`src/rtl/fht_pkg.sv`:
```
// Shared types and elaboration-time helpers for the FHT address controller.
`default_nettype none

package fht_pkg;

  typedef enum logic [1:0] {
    ST_IDLE  = 2'd0,
    ST_RUN   = 2'd1,
    ST_FLUSH = 2'd2,
    ST_DONE  = 2'd3
  } state_t;

  // Ceiling log2; for the power-of-two transform lengths this is exact.
  function automatic int log2(input int v);
    int r;
    r = 0;
    for (int i = 0; i < 31; i++) begin
      if ((1 << i) < v) r = i + 1;
    end
    return r;
  endfunction

  function automatic int a_bit(input int n);
    return log2(n);
  endfunction

  function automatic int pipe(input int rd_lat, input int but_lat);
    return rd_lat + but_lat;
  endfunction

endpackage

`default_nettype wire

```
`src/rtl/fht_addr_gen.sv`:
```
// Combinational butterfly operand and twiddle-ROM address generator for stage s, butterfly b.
`default_nettype none

module fht_addr_gen
  import fht_pkg::*;
#(
  parameter int A_BIT = 8,
  parameter int SW    = 3
) (
  input  logic [SW-1:0]    stage,
  input  logic [A_BIT-2:0] bf,
  output logic [A_BIT-1:0] a0,
  output logic [A_BIT-1:0] a1,
  output logic [A_BIT-1:0] a2,
  output logic [A_BIT-2:0] rom
);

  logic [A_BIT-2:0] mask;
  logic [A_BIT-2:0] k;
  logic [A_BIT-2:0] kn;
  logic [A_BIT-2:0] hi;
  logic [A_BIT-1:0] base;
  logic [A_BIT-1:0] h;

  // mask = H-1; the bits above it select the group, so base = g*2H is hi shifted left once.
  always_comb begin
    mask = ~({(A_BIT-1){1'b1}} << stage);
    k    = bf & mask;
    kn   = (-k) & mask;
    hi   = bf & ~mask;
    base = {hi, 1'b0};
    h    = {1'b0, mask} + A_BIT'(1);
    a0   = base + {1'b0, k};
    a1   = base + h + {1'b0, k};
    a2   = base + h + {1'b0, kn};
    rom  = k << (SW'(A_BIT - 1) - stage);
  end

endmodule

`default_nettype wire

```
`src/rtl/fht_ctrl.sv`:
```
// FHT stage sequencer: issues one butterfly per cycle, drains the pipeline between stages,
// and replays read addresses as write addresses PIPE cycles later into the opposite bank.
`default_nettype none

module fht_ctrl
  import fht_pkg::*;
#(
  parameter int N       = 256,
  parameter int RD_LAT  = 1,
  parameter int BUT_LAT = 2
) (
  input  logic                       iCLK,
  input  logic                       iRESET,
  input  logic                       iSTART,
  output logic                       oRD_EN,
  output logic [a_bit(N)-1:0]        oRD_ADDR_0,
  output logic [a_bit(N)-1:0]        oRD_ADDR_1,
  output logic [a_bit(N)-1:0]        oRD_ADDR_2,
  output logic [a_bit(N)-2:0]        oROM_ADDR,
  output logic                       oWR_EN,
  output logic [a_bit(N)-1:0]        oWR_ADDR_0,
  output logic [a_bit(N)-1:0]        oWR_ADDR_1,
  output logic                       oBANK,
  output logic [log2(log2(N))-1:0]   oSTAGE,
  output logic                       oBUSY,
  output logic                       oDONE
);

  localparam int S     = log2(N);
  localparam int A_BIT = a_bit(N);
  localparam int PIPE  = pipe(RD_LAT, BUT_LAT);
  localparam int SW    = log2(S);
  localparam int FW    = log2(PIPE + 1);

  localparam logic [A_BIT-2:0] LAST_BF    = '1;
  localparam logic [SW-1:0]    LAST_STAGE = SW'(S - 1);
  localparam logic [FW-1:0]    LAST_FLUSH = FW'(PIPE - 1);

  state_t           state;
  logic [A_BIT-2:0] bf;
  logic [SW-1:0]    stage;
  logic [FW-1:0]    fcnt;
  logic             bank;
  logic             busy;
  logic             done;
  logic             rd_en;

  logic [A_BIT-1:0] a0, a1, a2;
  logic [A_BIT-2:0] rom;

  logic [PIPE-1:0]  wen_d;
  logic [A_BIT-1:0] wa0_d [PIPE];
  logic [A_BIT-1:0] wa1_d [PIPE];

  fht_addr_gen #(
    .A_BIT (A_BIT),
    .SW    (SW)
  ) u_addr_gen (
    .stage (stage),
    .bf    (bf),
    .a0    (a0),
    .a1    (a1),
    .a2    (a2),
    .rom   (rom)
  );

  always_ff @(posedge iCLK or posedge iRESET) begin
    if (iRESET) begin
      state <= ST_IDLE;
      bf    <= '0;
      stage <= '0;
      fcnt  <= '0;
      bank  <= 1'b0;
      busy  <= 1'b0;
      done  <= 1'b0;
      rd_en <= 1'b0;
    end else begin
      done <= 1'b0;
      case (state)
        ST_IDLE: begin
          if (iSTART) begin
            state <= ST_RUN;
            bf    <= '0;
            stage <= '0;
            bank  <= 1'b0;
            busy  <= 1'b1;
            rd_en <= 1'b1;
          end
        end
        ST_RUN: begin
          bf <= bf + (A_BIT-1)'(1);
          if (bf == LAST_BF) begin
            state <= ST_FLUSH;
            fcnt  <= '0;
            rd_en <= 1'b0;
          end
        end
        ST_FLUSH: begin
          fcnt <= fcnt + FW'(1);
          if (fcnt == LAST_FLUSH) begin
            if (stage == LAST_STAGE) begin
              state <= ST_DONE;
              done  <= 1'b1;
            end else begin
              state <= ST_RUN;
              stage <= stage + SW'(1);
              bank  <= ~bank;
              rd_en <= 1'b1;
            end
          end
        end
        ST_DONE: begin
          state <= ST_IDLE;
          busy  <= 1'b0;
        end
        default: begin
          state <= ST_IDLE;
          busy  <= 1'b0;
          rd_en <= 1'b0;
        end
      endcase
    end
  end

  // Reset clears the whole delay line, so in-flight writes never emerge afterwards.
  always_ff @(posedge iCLK or posedge iRESET) begin
    if (iRESET) begin
      wen_d <= '0;
      for (int i = 0; i < PIPE; i++) begin
        wa0_d[i] <= '0;
        wa1_d[i] <= '0;
      end
    end else begin
      wen_d[0] <= rd_en;
      wa0_d[0] <= rd_en ? a0 : '0;
      wa1_d[0] <= rd_en ? a1 : '0;
      for (int i = 1; i < PIPE; i++) begin
        wen_d[i] <= wen_d[i-1];
        wa0_d[i] <= wa0_d[i-1];
        wa1_d[i] <= wa1_d[i-1];
      end
    end
  end

  assign oRD_EN     = rd_en;
  assign oRD_ADDR_0 = rd_en ? a0 : '0;
  assign oRD_ADDR_1 = rd_en ? a1 : '0;
  assign oRD_ADDR_2 = rd_en ? a2 : '0;
  assign oROM_ADDR  = rd_en ? rom : '0;
  assign oWR_EN     = wen_d[PIPE-1];
  assign oWR_ADDR_0 = wa0_d[PIPE-1];
  assign oWR_ADDR_1 = wa1_d[PIPE-1];
  assign oBANK      = bank;
  assign oSTAGE     = stage;
  assign oBUSY      = busy;
  assign oDONE      = done;

endmodule

`default_nettype wire

```
`config.mk`:
```
export PLATFORM = sky130hd
export DESIGN_NAME = fht_ctrl
export DESIGN_NICKNAME = d
export VERILOG_FILES = /design/src/rtl/fht_pkg.sv /design/src/rtl/fht_addr_gen.sv /design/src/rtl/fht_ctrl.sv
export SDC_FILE = /design/constraint.sdc
export NUM_CORES = 1
export LEC_CHECK = 0
export CORE_ASPECT_RATIO = 0.75
export CORE_MARGIN = 4
export CORE_UTILIZATION = 30
export CTS_CLUSTER_SIZE = 10
export DETAILED_ROUTE_END_ITERATION = 16
export GPL_TIMING_DRIVEN = 0
export HOLD_SLACK_MARGIN = 0.15
export PLACE_DENSITY = 0.49
export SLEW_MARGIN = 0
export SYNTH_ARGS = -nofsm -noshare
export SYNTH_HDL_FRONTEND = slang
export SYNTH_HIERARCHICAL = 1
export SYNTH_SLANG_ARGS = --single-unit
```
`constraint.sdc`:
```
create_clock -name iCLK -period 5.25 [get_ports iCLK]
set_input_delay 1.05 -clock iCLK [delete_from_list [all_inputs] [get_ports iCLK]]
set_output_delay 1.05 -clock iCLK [all_outputs]
set_load 0.01 [all_outputs]
```
==> out/qor.csv, run 1 <==
metric,value,unit
status,"complete, no violations",
final_common_cell,dfrtp_1,
first_global_vias,2876,
hpwl,6.89,mm
antenna_found_initial,0,
vias_per_cell,4.54,
clk-insertion-delay-late,320,ps
synth_compound_area_share,11.4,%
start_util,30.6,%
grt_overflow_total,0,
rsz0062_at_grt,false,
fin_skew,3.34,ps
max_cap_viol_count,0,
fin_crit,4970,ps
cp_cell_sequence,buf_6 > nor2_2 > inv_2 > nor2_2 > and2_2 > fa_2 > fa_1 > a21o_1 > a21oi_1 > o21bai_1 > a21oi_1 > xnor2_1 > and2_1 > clkdlybuf4s50_1,
boundaryPins,58,
seq_area_frac_synth,43.7,%
synth_mux_area_share,4.59,%
vias,2916,
nets,498,
critPathMaxStageDelay,550,ps
port_buffers,57,
clk_pin_slew_worst_paths,60,ps
rows,36,
critPathBufInv,3,
yosys.area_share.simple,17.4,%
drtIter0Drc,128,
cp_max_fo,10,
dr.pass1.iters,4,
path_class,register to output port,
drive_above_1_share,18.5,%
maxSlewHeadroom,44.7,%
synthFlopType,dfrtp_1,
htreeDepth,3,
slew_viol_final,0,
grt_usage,12.9,%
design_area,5230,um^2
fmax,201,MHz
fill_cells,1264,
regArea,1730,um^2
cts_tree,yes,
tightest_slew,829,ps
worst_ep_arrival_time,3920,ps
multi_input_area,2010,um^2
area_growth,32.2,%
syn-cell-area,3950,um^2
worstPathRequired,4200,ps
die-height,107,um
setup_viol,0,
die_w,141,um
wire_per_inst,14.5,um
tns,0,ps
holdWs,345,ps
gp_congestion,0.832,
grt_max_degree,70,
synth_top_family_by_area,simple AND/OR/NAND/NOR gates,
place_inst,617,
num_antenna_cells,0,
finalCritPeriodShare,94.7,%
core-area,12900,um^2
synthCells,389,
cts_buffer_depth,2,
antenna_left,0,
grt_pass1_wl,15.4,mm
instances_no_fill,642,
synth_fa_ha_area_share,9.75,%
cp_top_family,adder cells,
dieArea,15100,um^2
startpoint_type,register,
powerDensity,482,nW/um^2
route.detailed.drc,0,
synthDistinctLibCells,59,
synth.avg_cell_area,10.2,um^2
hp-class,register to register,
mostFrequentLayoutCells,"dfrtp_1 (66), clkdlybuf4s50_1 (54), and2_1 (40), buf_4 (26)",
p_leak,2.45,nW
placed_area,4740,um^2
ys_ff_latch,69,
cts_num_sinks,69,
clockRootBuffer,clkbuf_16,
cts_buffers,9,
synth_xor_area_share,5.54,%
synth_edf_count,0,
synth_nets,421,
vdd_drop_max,200,uV
hold_buffers,0,
wirelength,9.32,mm
yosys_warnings,6,
synthArstFlopShare,100,%
end_kind,output port,
utilization,40.4,%
cp_slowest_cell,clkdlybuf4s50_1,
hold_viol,0,
## final cells by class
type | count | area share (%)
plain buffers | 32 | 4.26
repair buffers | 66 | 12.3
well taps | 171 | 4.09
clock buffers | 10 | 4.57
inverters | 25 | 1.84
clock inverters | 6 | 1.34
flip-flops and latches | 69 | 33.1
multi-input cells | 263 | 38.5
## final timing paths
kind | start | endpoint | slack (ps) | cells after the start
max in group asynchronous | iRESET | oSTAGE[2] | 3420 | 2
min in group asynchronous | iRESET | oWR_ADDR_0[7] | 1250 | 2
worst min-delay path | wa0_d[14] | oWR_ADDR_0[6] | 340 | 0
worst max register to register | oSTAGE[1] | wa1_d[23] | 1990 | 17
worst max-delay path | oSTAGE[1] | oRD_ADDR_1[6] | 280 | 14
worst min register to register | wa0_d[14] | oWR_ADDR_0[6] | 340 | 0
## synth_stat cells (all sizes together), types with 4 or more instances
| master | n | area share (%) |
|---|---|---|
| buf | 27 | 4.6 |
| nor2b | 5 | 0.79 |
| a21o | 4 | 0.76 |
| o31ai | 4 | 0.89 |
| dfrtp | 69 | 44 |
| nand2 | 25 | 2.4 |
| nand3 | 7 | 0.89 |
| inv | 25 | 2.4 |
| o21ai | 13 | 1.6 |
| clkbuf | 5 | 0.47 |
| xor2 | 9 | 2.0 |
| and2 | 41 | 6.5 |
| mux2i | 8 | 2.0 |
| nor3 | 4 | 0.51 |
| nor2 | 28 | 2.7 |
| ha | 26 | 8.2 |
| xnor2 | 16 | 3.5 |
| mux2 | 5 | 1.4 |
| nand2b | 4 | 0.63 |
| a21oi | 12 | 1.6 |
| o21bai | 4 | 0.76 |
## through the flow
| step | power [mW] | setup WS (ps) |
|---|---|---|
| after floorplan | 1.41 | 1000 |
| after global placement | 1.85 | -19.7 |
| after detailed placement | 1.85 | -21.5 |
| after CTS | 2.50 | 14.2 |
| after global routing | 2.70 | 9.32 |
| final | 2.52 | 277 |
## flip-flops by register name, summed over array words and instances (netlist names), 2 cells and up
register,count
fcnt,2
wa0_d,16
state,2
wa1_d,16
bf,7
wen_d,3
oWR_ADDR_0,8
oWR_ADDR_1,8
oSTAGE,3
## what timing repair did
action | 4_1_cts | 5_1_grt
endpoints found under the setup margin | 6 | 6
buffers inserted | 0 | 9
endpoints found under the hold margin | 0 | 0
gates resized for setup | 13 | 19
pin swaps | 2 | 6
## per-layer routing
metal	share of wire, %	vias up	global-route usage, %
li1	-	1445	-
met1	52	1389	19.5
met4	0.61	0	3.11
met2	41	76	17.9
met3	5.9	6	3.60
met5	0	-	0
## power by group
part           leakage [nW]  internal, mW  switching [mW]
combinational          1.45         0.618           0.531
sequential            0.862         0.672          0.0817
clock                 0.142         0.384           0.231
## worst register-to-register path: cells and delay by family, from the launching register on
family	cells	cell delay, ps
fa+ha+maj	2	510
compound gates	3	410
xor+xnor	2	260
flops	1	420
buf+inv	3	370
simple gates	7	1170
## cell families (layout without fill, tap and decap cells)
family / after synthesis / in the layout
other: 2 / 2
buffers and inverters: 57 / 139
AND/OR/NAND/NOR: 128 / 128
adder cells (fa/ha/maj): 29 / 29
flip-flops: 69 / 69
AO/OA/AOI/OAI: 64 / 64
XOR/XNOR: 25 / 25
multiplexers: 15 / 15
No activity file was read; power rests on OpenSTA's default activity.
==> run 2: changes to the inputs <==
==> constraint.sdc (replaced) <==
create_clock -name iCLK -period 4.7 [get_ports iCLK]
set_input_delay 0.94 -clock iCLK [delete_from_list [all_inputs] [get_ports iCLK]]
set_output_delay 0.94 -clock iCLK [all_outputs]
set_load 0.01 [all_outputs]
==> run 2 against run 1 <==
Compared with the run above: utilization grew 0.94 points; die area is the same; setup slack lost 96 ps; first-iteration DRC count grew 11%; clock power grew 12%; critical endpoint is now oRD_ADDR_2[7].
==> out/qor.csv, run 2 (same netlist as run 1, synthesis figures left out) <==
metric,value,unit,change
startpoint_type,register,,
p_sw_share,33.7,%,+0.20 points
min_from,wa0_d[14],,
hold_end,oWR_ADDR_0[6],,
r2r-end,wa1_d[23],,
clk_pin_slew_worst_paths,60,ps,about the same
die_w,141,um,unchanged
gp_congestion,0.832,,unchanged
reg_top3,"wa0_d: 16 flops, wa1_d: 16 flops",,
wire_per_inst,14.5,um,-0.12%
cts_buffer_depth,2,,unchanged
htreeDepth,3,,unchanged
grt_overflow_total,0,,unchanged
antenna_left,0,,unchanged
use_met1,19.7,%,+0.25 points
finalCritPeriodShare,96.1,%,
wirelength,9.34,mm,+0.19%
drive_above_1_share,21.8,%,+3.3 points
hp-class,register to register,,
dieArea,15100,um^2,unchanged
clockRootBuffer,clkbuf_16,,
dr.pass1.iters,4,,unchanged
use_met2,18.2,%,+0.31 points
grt_max_degree,70,,unchanged
cp_slowest_cell,dfrtp_2,,
cts_num_sinks,69,,unchanged
powerDensity,534,nW/um^2,+11%
tightest_slew,825,ps,-3.59 ps
status,"complete, no violations",,
r2r_setup_slack,1580,ps,-410 ps
worst_hold_path.num_cells,0,,unchanged
end_kind,output port,,
worst_ep_arrival_time,3580,ps,-340 ps
grt_pass1_wl,15.6,mm,+1.7%
core-area,12900,um^2,unchanged
route.detailed.drc,0,,unchanged
fin_skew,3.09,ps,-0.248 ps
max_cap_viol_count,0,,unchanged
p_int,1.89,mW,+13%
holdWs,345,ps,+0.0120 ps
vdd_drop_max,223,uV,+12%
grt_util_met3,3.60,%,unchanged
clk-insertion-delay-late,320,ps,about the same
slew_viol_final,0,,unchanged
critPathMaxStageDelay,420,ps,-130 ps
fin_crit,4520,ps,
cts_buffers,9,,unchanged
first_global_vias,2912,,+1.3%
reg2reg_from,oSTAGE[1],,
fmax,221,MHz,
fill_cells,1246,,-1.4%
vias,2926,,+0.34%
cts_tree,yes,,
hold_viol,0,,unchanged
num_antenna_cells,0,,unchanged
cp_cell_sequence,buf_8 > nor2_4 > inv_2 > nor2_4 > and2_4 > ha_2 > and2b_1 > o31ai_2 > nor2_1 > nand3b_1 > xnor2_2 > ha_4 > nor3_1 > nor2_1 > o41a_1 > xnor2_1 > and2_1 > dlygate4sd2_1,,
area_growth,35.3,%,
vias_per_cell,4.54,,about the same
drtIter0Drc,142,,+11%
rows,36,,unchanged
combPwrFrac,46.5,%,+0.9 points
p_seq_share,29.4,%,-0.5 points
p_leak,2.46,nW,+0.43%
cp_max_fo,10,,unchanged
utilization,41.4,%,+0.94 points
antenna_found_initial,0,,unchanged
hpwl,6.89,mm,unchanged
boundaryPins,58,,unchanged
p_sw,963,uW,+14%
die-height,107,um,unchanged
nets,500,,+0.40%
mostFrequentLayoutCells,"dfrtp_1 (66), clkdlybuf4s50_1 (52), and2_1 (39), buf_4 (28), nor2_1 (26)",,
hold_buffers,0,,unchanged
start_util,30.6,%,unchanged
ff2ff_path_depth,18,,+1
maxSlewHeadroom,45.0,%,+0.24 points
port_buffers,57,,unchanged
worstPathRequired,3760,ps,-440 ps
grt_usage,13.0,%,+0.17 points
setup_viol,0,,unchanged
path_class,register to output port,,
top_usage_layer,met1,,
final_common_cell,dfrtp_1,,
clkPwrFrac,24.0,%,-0.4 points
==> run 2: cell count changes in the layout (fill, tap and decap cells not counted), moves of 2 or more <==
cell	before	now
ha_1	25	20
ha_4	1	5
nor2_2	3	0
a21oi_1	9	7
a21oi_2	3	5
and2_4	0	2
buf_4	26	28
clkdlybuf4s50_1	54	52
nor2_4	0	2
==> run 2: repair_timing <==
item | CTS | global route
pin swaps | 6 | 8
buffers inserted | 6 | 5
hold endpoints to repair | 0 | 0
endpoints found under the setup margin | 10 | 8
gates resized for setup | 31 | 29
==> run 2: critical path: cells and delay by family (launching register included) <==
kind | cells | cell delay [ps]
simple gates | 9 | 1180
buf+inv | 3 | 500
xor+xnor | 2 | 480
fa+ha+maj | 2 | 470
flops | 1 | 420
compound gates | 2 | 210
==> run 2: worst max-delay path by stage <==
| stage | from | end | slack, ps | cells past startpoint |
|---|---|---|---|---|
| after global placement | oSTAGE[0] | oRD_ADDR_1[7] | -460 | 17 |
| after CTS | oSTAGE[0] | oRD_ADDR_2[7] | -10 | 17 |
| after global routing | oSTAGE[1] | oRD_ADDR_2[5] | -20 | 18 |
| after floorplan | oSTAGE[0] | oRD_ADDR_2[6] | 560 | 13 |
| final | oSTAGE[1] | oRD_ADDR_2[7] | 180 | 18 |
| after detailed placement | oSTAGE[0] | oRD_ADDR_1[7] | -460 | 17 |
==> run 2: layout make-up <==
type	instances	area, um^2	area share (%)
flip-flops and latches	69	1730	32.4
multi-input cells	263	2130	39.8
inverters	25	96.3	1.80
clock inverters	6	70.1	1.31
plain buffers	32	229	4.28
clock buffers	10	239	4.47
repair buffers	68	643	12.0
well taps	171	214	4.00
==> run 2: power groups by stage <==
| stage | clock network, mW | logic (mW) | registers [mW] |
|---|---|---|---|
| 2_1_floorplan | 0 | 0.746 | 0.828 |
| 3_3_place_gp | 0 | 1.21 | 0.851 |
| 3_5_place_dp | 0 | 1.21 | 0.852 |
| 4_1_cts | 0.709 | 1.28 | 0.841 |
| 5_1_grt | 0.740 | 1.46 | 0.865 |
| 6_report | 0.686 | 1.33 | 0.841 |
==> run 2: metal layers <==
metal  wire (um)  vias to the layer above
met5           0                        -
met4          83                        0
met3         515                        9
met2        3880                       72
met1        4870                     1389
li1            -                     1456
==> run 2: through the flow <==
stage,area [um^2],cells,worst slack [ps],total power [mW],setup TNS [ps]
finish,5350,644,181,2.86,0
global route,5350,644,-17.6,3.07,-32.5
CTS,5180,639,-11.0,2.83,-13.0
detailed placement,4740,617,-461,2.07,-1720
global placement,4740,617,-460,2.06,-1870
floorplan,3950,389,564,1.57,0
==> run 3: changes to the inputs <==
--- a/config.mk
+++ b/config.mk
@@ -10,6 +10,7 @@
 export CORE_UTILIZATION = 30
 export CTS_CLUSTER_SIZE = 10
 export DETAILED_ROUTE_END_ITERATION = 16
+export GPL_ROUTABILITY_DRIVEN = 1
 export GPL_TIMING_DRIVEN = 0
 export HOLD_SLACK_MARGIN = 0.15
 export PLACE_DENSITY = 0.49
==> constraint.sdc (replaced) <==
create_clock -name iCLK -period 4.6 [get_ports iCLK]
set_input_delay 0.92 -clock iCLK [delete_from_list [all_inputs] [get_ports iCLK]]
set_output_delay 0.92 -clock iCLK [all_outputs]
set_load 0.01 [all_outputs]
==> run 3 against run 2 <==
Compared with the run above: total power is 3.3% higher; global-route usage is 0.086 points higher; via count up 0.41%; setup slack lost 46 ps; largest power group unchanged; worst hold slack barely moved; design area rose by 0.75%; wire length hardly changed; cell count rose by 0.31%; sequential share of layout area is 0.24 points lower; sequential power grew 2%.
==> out/qor.csv, run 3 (same netlist as run 1, synthesis figures left out) <==
metric,value,unit,change
drtIter0Drc,156,,+9.9%
reg_top3,"wa0_d: 16 flops, wa1_d: 16 flops",,
slew_viol_final,0,,unchanged
hpwl,6.89,mm,unchanged
first_global_vias,2934,,+0.76%
vias_per_cell,4.55,,about the same
worst_ep_arrival_time,3540,ps,-40 ps
port_buffers,57,,unchanged
drive_above_1_share,22.9,%,+1.2 points
boundaryPins,58,,unchanged
grt_overflow_total,0,,unchanged
cp_top_family,compound AO/OA/AOI/OAI gates,,
tns,0,ps,unchanged
setup_viol,0,,unchanged
dr.pass1.iters,4,,unchanged
cts_tree,yes,,
grt_pass1_wl,15.7,mm,+0.67%
powerDensity,548,nW/um^2,+2.5%
cp_max_fo,4,,-6
fin_skew,4.38,ps,+1.28 ps
instances_no_fill,646,,+0.31%
die-height,107,um,unchanged
hold_viol,0,,unchanged
cp_slowest_cell,dfrtp_2,,
cts_buffers,9,,unchanged
hold_buffers,0,,unchanged
maxSlewHeadroom,44.9,%,about the same
clk_pin_slew_worst_paths,60,ps,about the same
fill_cells,1238,,-0.64%
fmax,224,MHz,
vdd_drop_max,228,uV,+2.0%
htreeDepth,3,,unchanged
nets,502,,+0.40%
hp-class,register to register,,
antenna_found_initial,0,,unchanged
antenna_left,0,,unchanged
num_antenna_cells,0,,unchanged
clockRootBuffer,clkbuf_16,,
final_common_cell,dfrtp_1,,
holdWs,345,ps,+0.0100 ps
critPathMaxStageDelay,410,ps,about the same
ff2ff_path_depth,17,,-1
cts_num_sinks,69,,unchanged
finalCritPeriodShare,97.1,%,
startpoint_type,register,,
clk-insertion-delay-late,320,ps,about the same
critPathBufInv,5,,+2
fin_crit,4460,ps,
core-area,12900,um^2,unchanged
wire_per_inst,14.5,um,-0.23%
worst_hold_path.num_cells,0,,unchanged
dieArea,15100,um^2,unchanged
vias,2938,,+0.41%
die_w,141,um,unchanged
start_util,30.6,%,unchanged
area_growth,36.3,%,
cp_cell_sequence,buf_6 > nor2_4 > inv_4 > buf_4 > ha_4 > and2b_1 > o31ai_2 > nor2_1 > buf_4 > xnor2_4 > ha_4 > o21ai_1 > o21bai_1 > a21o_1 > a21oi_2 > xor2_1 > and2_4 > clkdlybuf4s15_2,,
grt_max_degree,70,,unchanged
p_leak,2.50,nW,+1.5%
post-place-ws,-541,ps,-80.0 ps
wirelength,9.35,mm,about the same
mostFrequentLayoutCells,"dfrtp_1 (66), clkdlybuf4s50_1 (51), and2_1 (38), buf_4 (30), nor2_1 (26)",,
gp_congestion,0.832,,unchanged
tightest_slew,826,ps,+0.643 ps
worstPathRequired,3680,ps,-80 ps
status,"complete, no violations",,
setup_slack,135,ps,-45.9 ps
path_class,register to output port,,
route.detailed.drc,0,,unchanged
cts_buffer_depth,2,,unchanged
place_inst,617,,unchanged
rows,36,,unchanged
max_cap_viol_count,0,,unchanged
end_kind,output port,,
grt_usage,13.1,%,+0.086 points
rsz0062_at_grt,true,,
crit_cells,18,,unchanged
run 3: layout make-up:
class                   count  area [um^2]  share of cell area, %
multi-input cells         263         2140                   39.7
flip-flops and latches     69         1730                   32.1
repair buffers             70          667                   12.4
clock buffers              10          239                   4.44
plain buffers              32          229                   4.25
well taps                 171          214                   3.97
inverters                  25         98.8                   1.83
clock inverters             6         70.1                   1.30
run 3: path summary, 6_finish.rpt:
| check | from | to | slack [ps] |
|---|---|---|---|
| setup / recovery | oSTAGE[1] | oRD_ADDR_1[7] | 140 |
| hold / removal | wa0_d[14] | oWR_ADDR_0[6] | 340 |
| setup reg to reg | oSTAGE[1] | wa1_d[23] | 1520 |
| hold reg to reg | wa0_d[14] | oWR_ADDR_0[6] | 340 |
| max in group asynchronous | iRESET | oSTAGE[1] | 2900 |
| min in group asynchronous | iRESET | wa0_d[15] | 1120 |
run 3: worst register-to-register path, cell delays in order (launching register included):
cell	delay, ps
dfrtp_2	410
buf_6	140
nor2_4	110
inv_4	50
nor2_4	100
inv_2	50
fa_2	430
nand2_1	100
nor3_2	50
o32ai_2	280
a21oi_2	100
ha_4	290
o21ai_1	60
o21bai_1	230
a21o_1	170
a21oi_2	60
xor2_1	150
and2_4	170
run 3: per-stage QoR:
step                      util (%)  instance area, um^2  total power, mW
final                         41.7                 5390             2.95
after global routing          41.7                 5390             3.17
after CTS                     40.8                 5280             2.94
after detailed placement      36.7                 4740             2.11
after global placement        36.7                 4740             2.11
after floorplan                  -                 3950             1.61
run 3: power by group:
group | total (mW) | switching, mW | internal [mW]
sequential | 0.858 | 0.0913 | 0.767
combinational | 1.39 | 0.639 | 0.754
clock | 0.701 | 0.263 | 0.438
run 3: routing by layer:
metal	GRT usage, %	vias to the layer above	share of wire [%]
met2	18.4	68	42
li1	-	1458	-
met3	3.60	2	4.8
met5	0	-	0
met1	19.8	1410	53
met4	3.11	0	0.39
run 3: timing repair:
| action | 4_1_cts | 5_1_grt |
|---|---|---|
| setup endpoints to repair | 12 | 8 |
| pin swaps | 8 | 4 |
| hold endpoints to repair | 0 | 0 |
| buffers inserted | 11 | 2 |
| gates resized for setup | 46 | 23 |
